===== src/rtl/lsu_pkg.sv =====
// lsu_pkg: size and FSM state encodings shared by the load/store unit
package lsu_pkg;
  typedef enum logic [1:0] {SZ_B = 2'b00, SZ_H = 2'b01, SZ_W = 2'b10, SZ_X = 2'b11} size_e;
  typedef enum logic [2:0] {IDLE, RD, WAIT, WR, DONE} state_e;
  function automatic logic bad_access(logic [1:0] s, logic [1:0] a);
    return s == SZ_X || (s == SZ_H && a[0]) || (s == SZ_W && a != 2'b00);
  endfunction
endpackage


===== src/rtl/lsu_format.sv =====
// lsu_format: load lane extract/extend and store lane merge
module lsu_format
  import lsu_pkg::*;
(
  input  logic [1:0]  size,
  input  logic        uns,
  input  logic [1:0]  lane,
  input  logic [31:0] rd,
  input  logic [31:0] wdata,
  output logic [31:0] ldata,
  output logic [31:0] merged
);
  logic [7:0]  b;
  logic [15:0] h;
  always_comb begin
    b = rd[8*lane +: 8];
    h = lane[1] ? rd[31:16] : rd[15:0];
    ldata = size == SZ_B ? {{24{b[7] & ~uns}}, b} : size == SZ_H ? {{16{h[15] & ~uns}}, h} : rd;
    merged = wdata;
    if (size == SZ_B) begin
      merged = rd;
      merged[8*lane +: 8] = wdata[7:0];
    end else if (size == SZ_H) begin
      merged = rd;
      merged[16*lane[1] +: 16] = wdata[15:0];
    end
  end
endmodule


===== src/rtl/load_store_unit.sv =====
// load_store_unit: single-outstanding CPU load/store to a synchronous word memory
module load_store_unit
  import lsu_pkg::*;
(
  input  logic        clk,
  input  logic        rst_n,
  input  logic        req_valid,
  output logic        req_ready,
  input  logic        req_we,
  input  logic [1:0]  req_size,
  input  logic        req_unsigned,
  input  logic [31:0] req_addr,
  input  logic [31:0] req_wdata,
  output logic        resp_valid,
  output logic [31:0] resp_rdata,
  output logic        resp_err,
  output logic [31:0] mem_a,
  output logic        mem_we,
  output logic [31:0] mem_wd,
  input  logic [31:0] mem_rd
);
  state_e      state, nxt;
  logic        r_we, r_uns, r_err;
  logic [1:0]  r_size;
  logic [31:0] r_addr, r_wd, r_rdata, ldata, merged;
  lsu_format u_fmt (
    .size(r_size), .uns(r_uns), .lane(r_addr[1:0]), .rd(mem_rd), .wdata(r_wd),
    .ldata(ldata), .merged(merged)
  );
  always_comb begin
    nxt = state;
    case (state)
      IDLE: if (req_valid) nxt = bad_access(req_size, req_addr[1:0]) ? DONE : (req_we && req_size == SZ_W) ? WR : RD;
      RD: nxt = WAIT;
      WAIT: nxt = r_we ? WR : DONE;
      WR: nxt = DONE;
      default: nxt = IDLE;
    endcase
  end
  // r_wd carries store data until the read-modify-write merge replaces it
  always_ff @(posedge clk or negedge rst_n)
    if (!rst_n) begin
      state <= IDLE;
      r_we <= 1'b0;
      r_uns <= 1'b0;
      r_err <= 1'b0;
      r_size <= 2'b00;
      r_addr <= '0;
      r_wd <= '0;
      r_rdata <= '0;
    end else begin
      state <= nxt;
      if (state == IDLE && req_valid) begin
        r_we <= req_we;
        r_uns <= req_unsigned;
        r_size <= req_size;
        r_addr <= req_addr;
        r_wd <= req_wdata;
        r_err <= bad_access(req_size, req_addr[1:0]);
        r_rdata <= '0;
      end
      if (state == WAIT) begin
        if (r_we) r_wd <= merged;
        else r_rdata <= ldata;
      end
    end
  assign req_ready = state == IDLE;
  assign mem_a = {2'b00, r_addr[31:2]};
  assign mem_we = state == WR;
  assign mem_wd = r_wd;
  assign resp_valid = state == DONE;
  assign resp_err = resp_valid & r_err;
  assign resp_rdata = resp_valid ? r_rdata : '0;
endmodule


===== config.mk =====
export PLATFORM = sky130hd
export DESIGN_NAME = load_store_unit
export DESIGN_NICKNAME = d
export VERILOG_FILES = /design/src/rtl/lsu_pkg.sv /design/src/rtl/lsu_format.sv /design/src/rtl/load_store_unit.sv
export SDC_FILE = /design/constraint.sdc
export NUM_CORES = 1
export LEC_CHECK = 0
export CORE_MARGIN = 3
export CORE_UTILIZATION = 48
export DETAILED_ROUTE_END_ITERATION = 16
export PLACE_DENSITY = 0.82
export SLEW_MARGIN = 15
export SYNTH_ARGS = -nofsm -noshare
export SYNTH_HDL_FRONTEND = slang
export SYNTH_HIERARCHICAL = 1
export SYNTH_SLANG_ARGS = --single-unit

===== constraint.sdc =====
create_clock -name clk -period 2.8 [get_ports clk]
set_input_delay 0.56 -clock clk [delete_from_list [all_inputs] [get_ports clk]]
set_output_delay 0.56 -clock clk [all_outputs]
set_load 0.03 [all_outputs]

==> summary.txt <==
Job
  • Max-cap violations: 0

Final layout
  • Nets@finish: 909
  • Synth-to-layout area growth: 32.0%
  • Fillers: 1069
  • Share of cells above drive strength 1: 0.160
  • Util after Layout: 0.654
  • N_diodes: 0

Global route
  • Overflow after GRT: 0
  • GRT Overall Usage: 0.269
  • Initial antenna violation count: 0
  • Vias in the first global route: 5754
  • First-pass GRT wire length: 32000 um
  • Largest net degree at the start of global routing: 66

Yosys
  • Main flop type after synthesis: dfrtp_1
  • Number of flops mapped to enable cells by yosys: 0
  • Syn avg cell area: 9.98 um^2
  • Yosys warnings: 6
  • Cell area after synthesis: 6640 um^2
  • Asr flop ratio synth: 1.00
  • Mapped Cells: 665
  • Synth Register Bits: 104
  • Netlist cell types: 53
  • Seq/Total Area, Yosys: 0.392

STA
  • Rel. slew slack: 0.467
  • Final setup viols: 0
  • Clock Skew: 0.00885 ns
  • WHS: 0.274 ns
  • Clock period minus worst slack: 2.54 ns
  • Final Max Slew Viols: 0
  • Worst-Margin Slew: 0.797 ns
  • Sum Neg Setup Slack: 0 ns
  • Final worst slack: 0.255 ns
  • Fin crit share: 0.909
  • Fmax: 393 MHz
  • RSZ-0062 raised after global routing: false
  • Final Hold Fails: 0

Die
  • IO Count: 203
  • Die Area: 15300 um^2
  • Total core area: 13400 um^2
  • Effective utilization at floorplan: 0.495
  • Die Span X: 124 um
  • FP Rows: 42
  • Die height: 124 um

Worst hold path
  • Hold WC Path Type: in2async

Outcome
  • Outcome: complete, no violations

Setup path
  • CP top delay family: simple AND/OR/NAND/NOR gates
  • Worst-case reg-to-reg path depth: 7
  • R2R Setup Slk: 0.26 ns
  • CP max stage cell: nor4b_2
  • WP data required: 3.07 ns
  • Buf+Inv Stages, Crit Path: 1
  • Crit path cell chain: buf_4, ha_1, nor4b_2, nand3_1, o211ai_1, nand2_1, o21ai_1
  • Kind of start point of the critical path: flop
  • WP depth: 7
  • RR Startpoint: r_addr[1]$_DFFE_PN0P_
  • Reg2reg end: mem_wd[26]$_DFF_PN0_
  • Worst Path Arrival: 2.81 ns
  • Max stage delay on crit path: 0.73 ns
  • Crit end category: flop
  • Worst setup path category: reg2reg
  • Critical Path Fanout Max: 33

Place
  • Dpl hpwl: 15100 um
  • Worst slack at placement: 0.313 ns
  • Gpl congestion: 0.910
  • # port buffers: 200

Power and ir drop
  • Power per cell area: 1240 nW/um^2
  • P_leak: 3.68 nW
  • Maximum VDD drop: 721 uV
  • Final Total Pwr: 10.9 mW

Routing
  • Routed vias/inst: 6.22
  • Antenna-violating nets left: 0
  • Final WL: 20800 um
  • Via Count: 6109
  • Routed WL per cell: 21.2 um
  • DRC viols: 0
  • Starting DRT DRC Count: 671
  • Drt first pass iters: 5

Clock tree
  • CTS clk-pin slew, worst paths: 0.07 ns
  • Clock buffer count from CTS: 9
  • CTS Hold Buffers Added: 0
  • Clock Tree Buf Depth: 2
  • Clk root buf: clkbuf_16
  • Clock sink count: 104
  • Post-CTS setup buffers: 0
  • TritonCTS clock tree: yes
  • Htree depth: 3
  • Clk Latency, worst-skew pair: 0.34 ns
  • PostCTS Resize Cnt: 0
[synth_stat cells, drive strengths merged, types with 6 or more instances]
library cell,instances,area share
clkbuf,26,0.015
a221oi,8,0.011
nand2,65,0.037
nand4,10,0.0094
o22ai,22,0.021
mux2i,48,0.072
nor3b,7,0.011
a21oi,12,0.0090
nand2b,6,0.0057
dfrtp,104,0.39
o221ai,10,0.013
o21ai,54,0.041
nand3,8,0.0060
mux2,46,0.078
and3,33,0.031
a22o,40,0.053
o211ai,17,0.019
nor4b,12,0.022
a22oi,25,0.028
buf,68,0.074
[power breakdown]
part           internal [mW]  leakage (nW)  switching [mW]
clock                  0.809         0.160           0.566
sequential              2.19          1.29           0.837
combinational           2.82          2.23            3.63
total                   5.83          3.68            5.03
[stage by stage]
step / instances / area [um^2]
2_1_floorplan: 666 / 6640
3_3_place_gp: 966 / 8440
3_5_place_dp: 966 / 8440
4_1_cts: 982 / 8760
5_1_grt: 982 / 8760
6_report: 982 / 8760
[state kept, by name, indices dropped and copies added, names as in the netlist]
signal   cells
mem_wd      32
r_addr      32
r_rdata     32
state        3
r_size       2
r_err        1
r_uns        1
r_we         1
[cells in the final DEF, fill, tap and decap left out, types with 2 or more instances in the layout]
cell	n
a22oi_1	25
nand4_1	10
buf_4	45
ha_1	5
mux2_2	46
bufinv_16	2
o22ai_1	22
inv_1	4
nor3b_4	2
nor2_1	3
clkinv_2	2
o21ai_1	10
clkbuf_16	9
nor4b_4	3
o211ai_1	17
o221ai_1	10
a21oi_1	12
and3_1	33
buf_12	8
a221oi_1	8
a22o_1	40
conb_1	2
dfrtp_1	103
nand3_1	8
nor2b_1	2
a211o_1	5
mux2i_1	48
a21o_1	2
nor4b_1	8
nand2b_1	6
nor3b_1	5
a2bb2oi_2	2
clkdlybuf4s50_1	165
nand2_1	65
nor3_1	4
o21ai_0	44
[routing by layer]
layer	track usage	vias up	routed length (um)
met5	0	-	0
met4	0.107	0	653
met3	0.0450	67	1660
met2	0.424	358	9800
met1	0.371	2935	8710
li1	-	2749	-
[final cells by class]
class / instances / area, um^2 / area share
Inverter: 6 / 22.5 / 0.00257
Sequential cell: 104 / 2600 / 0.297
Timing Repair Buffer: 218 / 2150 / 0.245
Tap cell: 176 / 220 / 0.0251
Multi-Input combinational cell: 462 / 3440 / 0.393
Clock buffer: 11 / 243 / 0.0277
Clock inverter: 5 / 78.8 / 0.00900
[logic make-up (layout without fill, tap and decap cells)]
kind of cell | Yosys count | count (layout) | share of synthesized area
simple gates | 160 | 160 | 0.142
fa+ha+maj | 5 | 5 | 0.00943
flops | 104 | 104 | 0.392
buf+inv | 100 | 240 | 0.0920
compound gates | 201 | 201 | 0.213
mux | 94 | 94 | 0.150
other cells | 1 | 2 | 0.000565
[how the worst max path moves through the flow]
stage                             end                   from
2_1_floorplan    mem_wd[21]$_DFF_PN0_  r_addr[1]$_DFFE_PN0P_
3_3_place_gp   r_addr[10]$_DFFE_PN0P_              req_valid
3_5_place_dp   r_addr[31]$_DFFE_PN0P_              req_valid
4_1_cts          mem_wd[26]$_DFF_PN0_  r_addr[1]$_DFFE_PN0P_
5_1_grt          mem_wd[26]$_DFF_PN0_  r_addr[1]$_DFFE_PN0P_
6_report         mem_wd[26]$_DFF_PN0_  r_addr[1]$_DFFE_PN0P_
Power figures use the tool's default switching activity.
